`config.mk`:
```
export PLATFORM = sky130hd
export DESIGN_NAME = pipeline_ctrl
export DESIGN_NICKNAME = d
export VERILOG_FILES = /design/src/rtl/arki_pipe_pkg.sv /design/src/rtl/sat_counter.sv /design/src/rtl/pipeline_ctrl.sv
export SDC_FILE = /design/constraint.sdc
export NUM_CORES = 1
export LEC_CHECK = 0
export ABC_AREA = 1
export BUFFER_PORTS_ARGS = -buffer_cell sky130_fd_sc_hd__buf_4
export CAP_MARGIN = 20
export CORE_ASPECT_RATIO = 1.2
export CORE_MARGIN = 5
export CORE_UTILIZATION = 40
export CTS_BUF_LIST = sky130_fd_sc_hd__clkbuf_8
export CTS_CLUSTER_DIAMETER = 30
export DETAILED_ROUTE_END_ITERATION = 8
export GPL_TIMING_DRIVEN = 0
export PLACE_DENSITY = 0.76
export SLEW_MARGIN = 10
export SYNTH_ARGS = -nofsm -noshare
export SYNTH_HDL_FRONTEND = slang
export SYNTH_SLANG_ARGS = --single-unit
export TNS_END_PERCENT = 5
```
`constraint.sdc`:
```
create_clock -name clk -period 1.7 [get_ports clk]
set_input_delay 0.34 -clock clk [delete_from_list [all_inputs] [get_ports clk]]
set_output_delay 0.34 -clock clk [all_outputs]
set_load 0.005 [all_outputs]
```
`src/rtl/arki_pipe_pkg.sv`:
```
// Shared types and constants for the LEGv8 pipeline controller.
package arki_pipe_pkg;

    typedef enum logic [1:0] {
        RUN    = 2'd0,
        DRAIN  = 2'd1,
        HALTED = 2'd2
    } pctrl_state_t;

    localparam int XZR = 31;

    localparam int BANK_IFID  = 0;
    localparam int BANK_IDEX  = 1;
    localparam int BANK_EXMEM = 2;
    localparam int BANK_MEMWB = 3;
    localparam int NUM_BANKS  = 4;

endpackage

```
`src/rtl/sat_counter.sv`:
```
// Saturating up-counter: holds at all-ones instead of wrapping.
module sat_counter #(
    parameter int W = 32
) (
    input  logic         clk,
    input  logic         reset,
    input  logic         inc,
    output logic [W-1:0] count
);

    always_ff @(posedge clk or negedge reset) begin
        if (!reset)
            count <= '0;
        else if (inc && (count != '1))
            count <= count + W'(1);
    end

endmodule

```
`src/rtl/pipeline_ctrl.sv`:
```
// Pipeline bank enable/clear sequencer with load-use stall, branch flush,
// data-memory wait and debug halt/drain.
//
//  state  | meaning
//  -------+-----------------------------------------------------------
//  RUN    | normal issue; hazards handled per cycle
//  DRAIN  | fetch suppressed, retiring in-flight work, drain_cnt counts down
//  HALTED | pipeline frozen, halted=1, waits for halt_req to drop
module pipeline_ctrl
    import arki_pipe_pkg::*;
#(
    parameter int REG_W        = 5,
    parameter int CNT_W        = 32,
    parameter int DRAIN_CYCLES = 4
) (
    input  logic             clk,
    input  logic             reset,
    input  logic [REG_W-1:0] id_rn,
    input  logic [REG_W-1:0] id_rm,
    input  logic             ex_memread,
    input  logic [REG_W-1:0] ex_rd,
    input  logic             mem_branch_taken,
    input  logic             dmem_busy,
    input  logic             halt_req,
    output logic             pc_en,
    output logic             ifid_en,
    output logic             idex_en,
    output logic             exmem_en,
    output logic             memwb_en,
    output logic             ifid_clr,
    output logic             idex_clr,
    output logic             exmem_clr,
    output logic             halted,
    output logic [CNT_W-1:0] stall_cnt,
    output logic [CNT_W-1:0] flush_cnt
);

    localparam int DW = $clog2(DRAIN_CYCLES + 1);
    localparam logic [REG_W-1:0] XZR_ADDR = REG_W'(XZR);

    pctrl_state_t state, state_nxt;
    logic [DW-1:0] drain_cnt, drain_nxt;

    logic                  load_use;
    logic                  ld_stall;
    logic                  pc_en_c;
    logic                  halted_c;
    logic [NUM_BANKS-1:0]  en_c;
    logic [BANK_EXMEM:0]   clr_c;
    logic                  stall_inc;
    logic                  flush_inc;

    assign load_use = ex_memread && (ex_rd != XZR_ADDR) &&
                      ((ex_rd == id_rn) || (ex_rd == id_rm));
    // A taken branch squashes the dependent instruction, so it is not a stall.
    assign ld_stall = load_use && !mem_branch_taken;

    always_comb begin
        state_nxt = state;
        drain_nxt = drain_cnt;
        pc_en_c   = 1'b0;
        halted_c  = 1'b0;
        en_c      = '0;
        clr_c     = '0;
        stall_inc = 1'b0;
        flush_inc = 1'b0;

        if (state == HALTED) begin
            halted_c = 1'b1;
            if (!halt_req)
                state_nxt = RUN;
        end else if (dmem_busy) begin
            // Memory wait freezes everything, including the drain countdown.
            stall_inc = 1'b1;
        end else begin
            pc_en_c = 1'b1;
            en_c    = '1;
            if (mem_branch_taken) begin
                clr_c     = '1;
                flush_inc = 1'b1;
            end else if (ld_stall) begin
                pc_en_c             = 1'b0;
                en_c[BANK_IFID]     = 1'b0;
                clr_c[BANK_IDEX]    = 1'b1;
                stall_inc           = 1'b1;
            end

            if (state == RUN) begin
                if (halt_req) begin
                    state_nxt = DRAIN;
                    drain_nxt = DW'(DRAIN_CYCLES);
                end
            end else begin
                // IF/ID keeps its held instruction during a load-use stall.
                if (!mem_branch_taken && !ld_stall) begin
                    pc_en_c          = 1'b0;
                    clr_c[BANK_IFID] = 1'b1;
                end
                if (!ld_stall) begin
                    drain_nxt = drain_cnt - DW'(1);
                    if (drain_cnt == DW'(1))
                        state_nxt = HALTED;
                end
                if (!halt_req) begin
                    state_nxt = RUN;
                    drain_nxt = '0;
                end
            end
        end

        if (!reset) begin
            pc_en_c  = 1'b0;
            halted_c = 1'b0;
            en_c     = '0;
            clr_c    = '0;
        end
    end

    always_ff @(posedge clk or negedge reset) begin
        if (!reset) begin
            state     <= RUN;
            drain_cnt <= '0;
        end else begin
            state     <= state_nxt;
            drain_cnt <= drain_nxt;
        end
    end

    assign pc_en     = pc_en_c;
    assign ifid_en   = en_c[BANK_IFID];
    assign idex_en   = en_c[BANK_IDEX];
    assign exmem_en  = en_c[BANK_EXMEM];
    assign memwb_en  = en_c[BANK_MEMWB];
    assign ifid_clr  = clr_c[BANK_IFID];
    assign idex_clr  = clr_c[BANK_IDEX];
    assign exmem_clr = clr_c[BANK_EXMEM];
    assign halted    = halted_c;

    sat_counter #(.W(CNT_W)) u_stall_cnt (
        .clk   (clk),
        .reset (reset),
        .inc   (stall_inc),
        .count (stall_cnt)
    );

    sat_counter #(.W(CNT_W)) u_flush_cnt (
        .clk   (clk),
        .reset (reset),
        .inc   (flush_inc),
        .count (flush_cnt)
    );

endmodule

```
==> key figures <==
Logic synthesis
  • Synth top cells by count: 218 x nand2_1, 79 x nor2_1, 69 x dfrtp_1
  • Gate Count Post-Synth: 637
  • Mean Syn Cell Area: 7.03 sq um
  • Flops & latches, synth: 69
  • YS warnings: 0
  • Post-synth EDFFs: 0
  • Most used DFF post-synth: dfrtp_1
  • Post-synth ARST share: 1.00
  • Mapped Area: 4480 sq um
  • Post-synth top area cell: dfrtp_1
  • Number of library cell types mapped by synthesis: 30
  • Syn_nets: 662
  • Most frequent cell after synthesis: nand2_1
  • Yosys top cell area share: 0.385
  • Register area share after synthesis: 0.385
  • Synth top area cells: dfrtp_1 39%, nand2_1 18%, nor2_1 6.6%

Setup path
  • Max stage delay on crit path: 0.40 ns
  • Worst setup SP type: flip-flop
  • Crit-path most repeated cell: nor2_2
  • Worst Setup Path Type: reg -> out
  • CP Cell Sequence: inv_1 -> nor2_2 -> nor2_2 -> inv_2 -> nor2_4 -> nand2_2 -> a21oi_2 -> buf_4
  • Slowest cell on the critical path: dfrtp_1
  • RR Startpoint: u_stall_cnt.count[0]$_DFFE_PN0P_
  • Required time worst endpoint: 1.36 ns
  • Family with the most delay on the worst path: flip-flops
  • CP bufs+invs: 3
  • CP arrival: 1.50 ns
  • Crit end category: primary output
  • CP startpoint: state[1]$_DFFE_PN0P_
  • CP max FO: 4

Placement
  • DP HPWL: 9410 microns
  • GPL Wtd Cong: 0.930
  • Placed Area: 5360 sq um
  • Port bufs: 93

Clock tree
  • Clk_lat worst skew: 0.34 ns
  • CTS tree: yes
  • Clock Path Buffers: 2
  • H-tree depth: 3
  • Root Buffer: clkbuf_8
  • Reg clk slew, reported paths: 0.07 ns
  • Clock sink count: 69
  • Num CTS Buffers: 9

Final layout
  • Ant. Diodes: 0
  • Share of cells above drive strength 1: 0.245
  • Synth-to-layout area growth: 31.8%
  • Design area: 5900 sq um
  • Fill count: 1,073
  • Nets: 782

Timing
  • Final setup vio count: 54
  • Count of pins over their slew limit: 0
  • Worst hold slack: -0.103 ns
  • Final period util: 1.08
  • Final WS setup: -0.140 ns
  • Clock skew: 0.00309 ns
  • Slew margin rel.: 0.751
  • RSZ-0062 raised after global routing: true
  • Worst Tran Pin Value: 0.370 ns
  • Fmax: 543 MHz
  • Final Hold Fails: 69
  • Tmin final: 1.84 ns

Run
  • MaxCap Viol Count: 0

Floorplanning
  • Die H: 126 microns
  • Initial Util: 0.408
  • Die width: 107 microns
  • Core region area: 11,000 sq um
  • Total I/O pin count: 94
  • Die Area: 13,400 sq um
  • Row count: 42

Pwr
  • Switching part of the total: 0.355
  • Maximum vdd ir drop: 0.000617 V
  • Leak Pwr: 3.01 nW
  • Power per cell area: 853 nW/um^2
  • Int Power: 3.25 mW
  • Seq pwr share: 0.416
  • Clock share of power: 0.244
  • Total net switching power: 1.79 mW
  • Comb power frac: 0.340

Global routing
  • Number of antenna violations at the first check in global routing: 0
  • Vias in the first global route: 4,295
  • Pin count of the biggest net entering global routing: 71
  • First-pass GRT wire length: 20,600 microns
  • Total GRT Usage: 0.188
  • GRT overflow: 0

Detailed routing
  • Vias per inst: 5.05
  • Routed Antenna Nets: 0
  • Routed WL: 12,500 microns
  • Routed vias: 4,518
  • Drt initial violations: 243
  • DR DRC count: 0
  • Routed WL per cell: 14.0 microns
  • Drt first pass iters: 4

Run status
  • Failing checks: negative hold slack, negative setup slack
  • Status: finished, violations left

Worst hold path
  • Hold WC Path Type: in -> async
==> layer usage <==
metal / global-route usage / part of all wire / wire, microns
met5: 0 / 0 / 0
met1: 0.227 / 0.41 / 5100
met3: 0.0353 / 0.050 / 630
met2: 0.329 / 0.51 / 6400
met4: 0.0707 / 0.032 / 402
==> stage by stage <==
stage / power, mW / setup TNS (ns) / util / instances / setup WS (ns)
after global placement: 3.46 / -15.58 / 0.488 / 862 / -0.678
after global routing: 5.38 / -9.78 / 0.537 / 894 / -0.256
after CTS: 4.92 / -4.12 / 0.524 / 888 / -0.180
final: 5.03 / -2.87 / 0.537 / 894 / -0.140
after detailed placement: 3.49 / -17.29 / 0.488 / 862 / -0.684
after floorplan: 2.90 / -0.0984 / - / 637 / -0.00500
==> cell usage in the layout (no fill, tap or decap), types with 8 or more instances in the layout <==
cell,n
nand2_1,211
buf_4,108
nor2_1,68
dfrtp_1,66
inv_1,59
nand3_1,48
xor2_1,33
xnor2_1,26
nor3_1,19
nand4_1,17
clkbuf_8,11
o21ai_0,9
buf_6,8
==> final timing paths <==
kind / endpoint / depth (start not counted) / slack [ns]
min: u_flush_cnt.count[5]$_DFFE_PN0P_ / 1 / -0.10
min in group clk: state[0]$_DFFE_PN0P_ / 3 / 0.30
max: ifid_clr / 8 / -0.14
max reg2reg: u_stall_cnt.count[23]$_DFFE_PN0P_ / 12 / -0.08
min reg2reg: drain_cnt[1]$_DFFE_PN0P_ / 2 / 0.50
max in group asynchronous: u_stall_cnt.count[13]$_DFFE_PN0P_ / 1 / 1.50
==> final cells by class <==
type	count	area (sq um)	area share
multi-input combinational	489	2590	0.439
sequential	69	1730	0.293
timing repair buffer	109	846	0.143
inverter	65	251	0.0426
tap	132	165	0.0280
clock buffer	11	151	0.0256
buffer	14	143	0.0242
clock inverter	5	26.3	0.00445
==> power by group through the flow <==
| stage | clock network (mW) | logic (mW) | registers, mW |
|---|---|---|---|
| floorplan | 0 | 0.829 | 2.07 |
| global placement | 0 | 1.36 | 2.10 |
| detailed placement | 0 | 1.39 | 2.11 |
| CTS | 1.25 | 1.60 | 2.07 |
| global route | 1.36 | 1.90 | 2.12 |
| finish | 1.23 | 1.71 | 2.09 |
==> worst register-to-register path, cell delays in order, from the launching register on <==
cell and delay, ns:
dfrtp_1 0.40, ha_4 0.17, nand3_4 0.12, inv_4 0.10, nand3b_4 0.10, nor2_4 0.09, nand3_2 0.07, o21ai_2 0.17
inv_4 0.10, nand2_8 0.13, buf_12 0.15, nand2_1 0.06, nand2_1 0.06
==> cell families after synthesis <==
kind of cell | Yosys count | synth area share
AO/OA/AOI/OAI | 24 | 0.0299
adder cells (fa/ha/maj) | 4 | 0.0112
buffers and inverters | 79 | 0.0765
XOR/XNOR | 59 | 0.115
AND/OR/NAND/NOR | 402 | 0.382
flip-flops | 69 | 0.385
==> sequential cells by signal (all words and copies together) (netlist names) <==
| register | flops |
|---|---|
| u_flush_cnt.count | 32 |
| state | 2 |
| u_stall_cnt.count | 32 |
| drain_cnt | 3 |
==> timing repair <==
| item | in CTS | in global routing |
|---|---|---|
| endpoints found under the setup margin | 71 | 74 |
| setup buffers | 10 | 6 |
| pin swaps | 7 | 16 |
| hold endpoints to repair | 69 | 69 |
| gates resized for setup | 41 | 29 |
No activity file was read; power rests on OpenSTA's default activity.
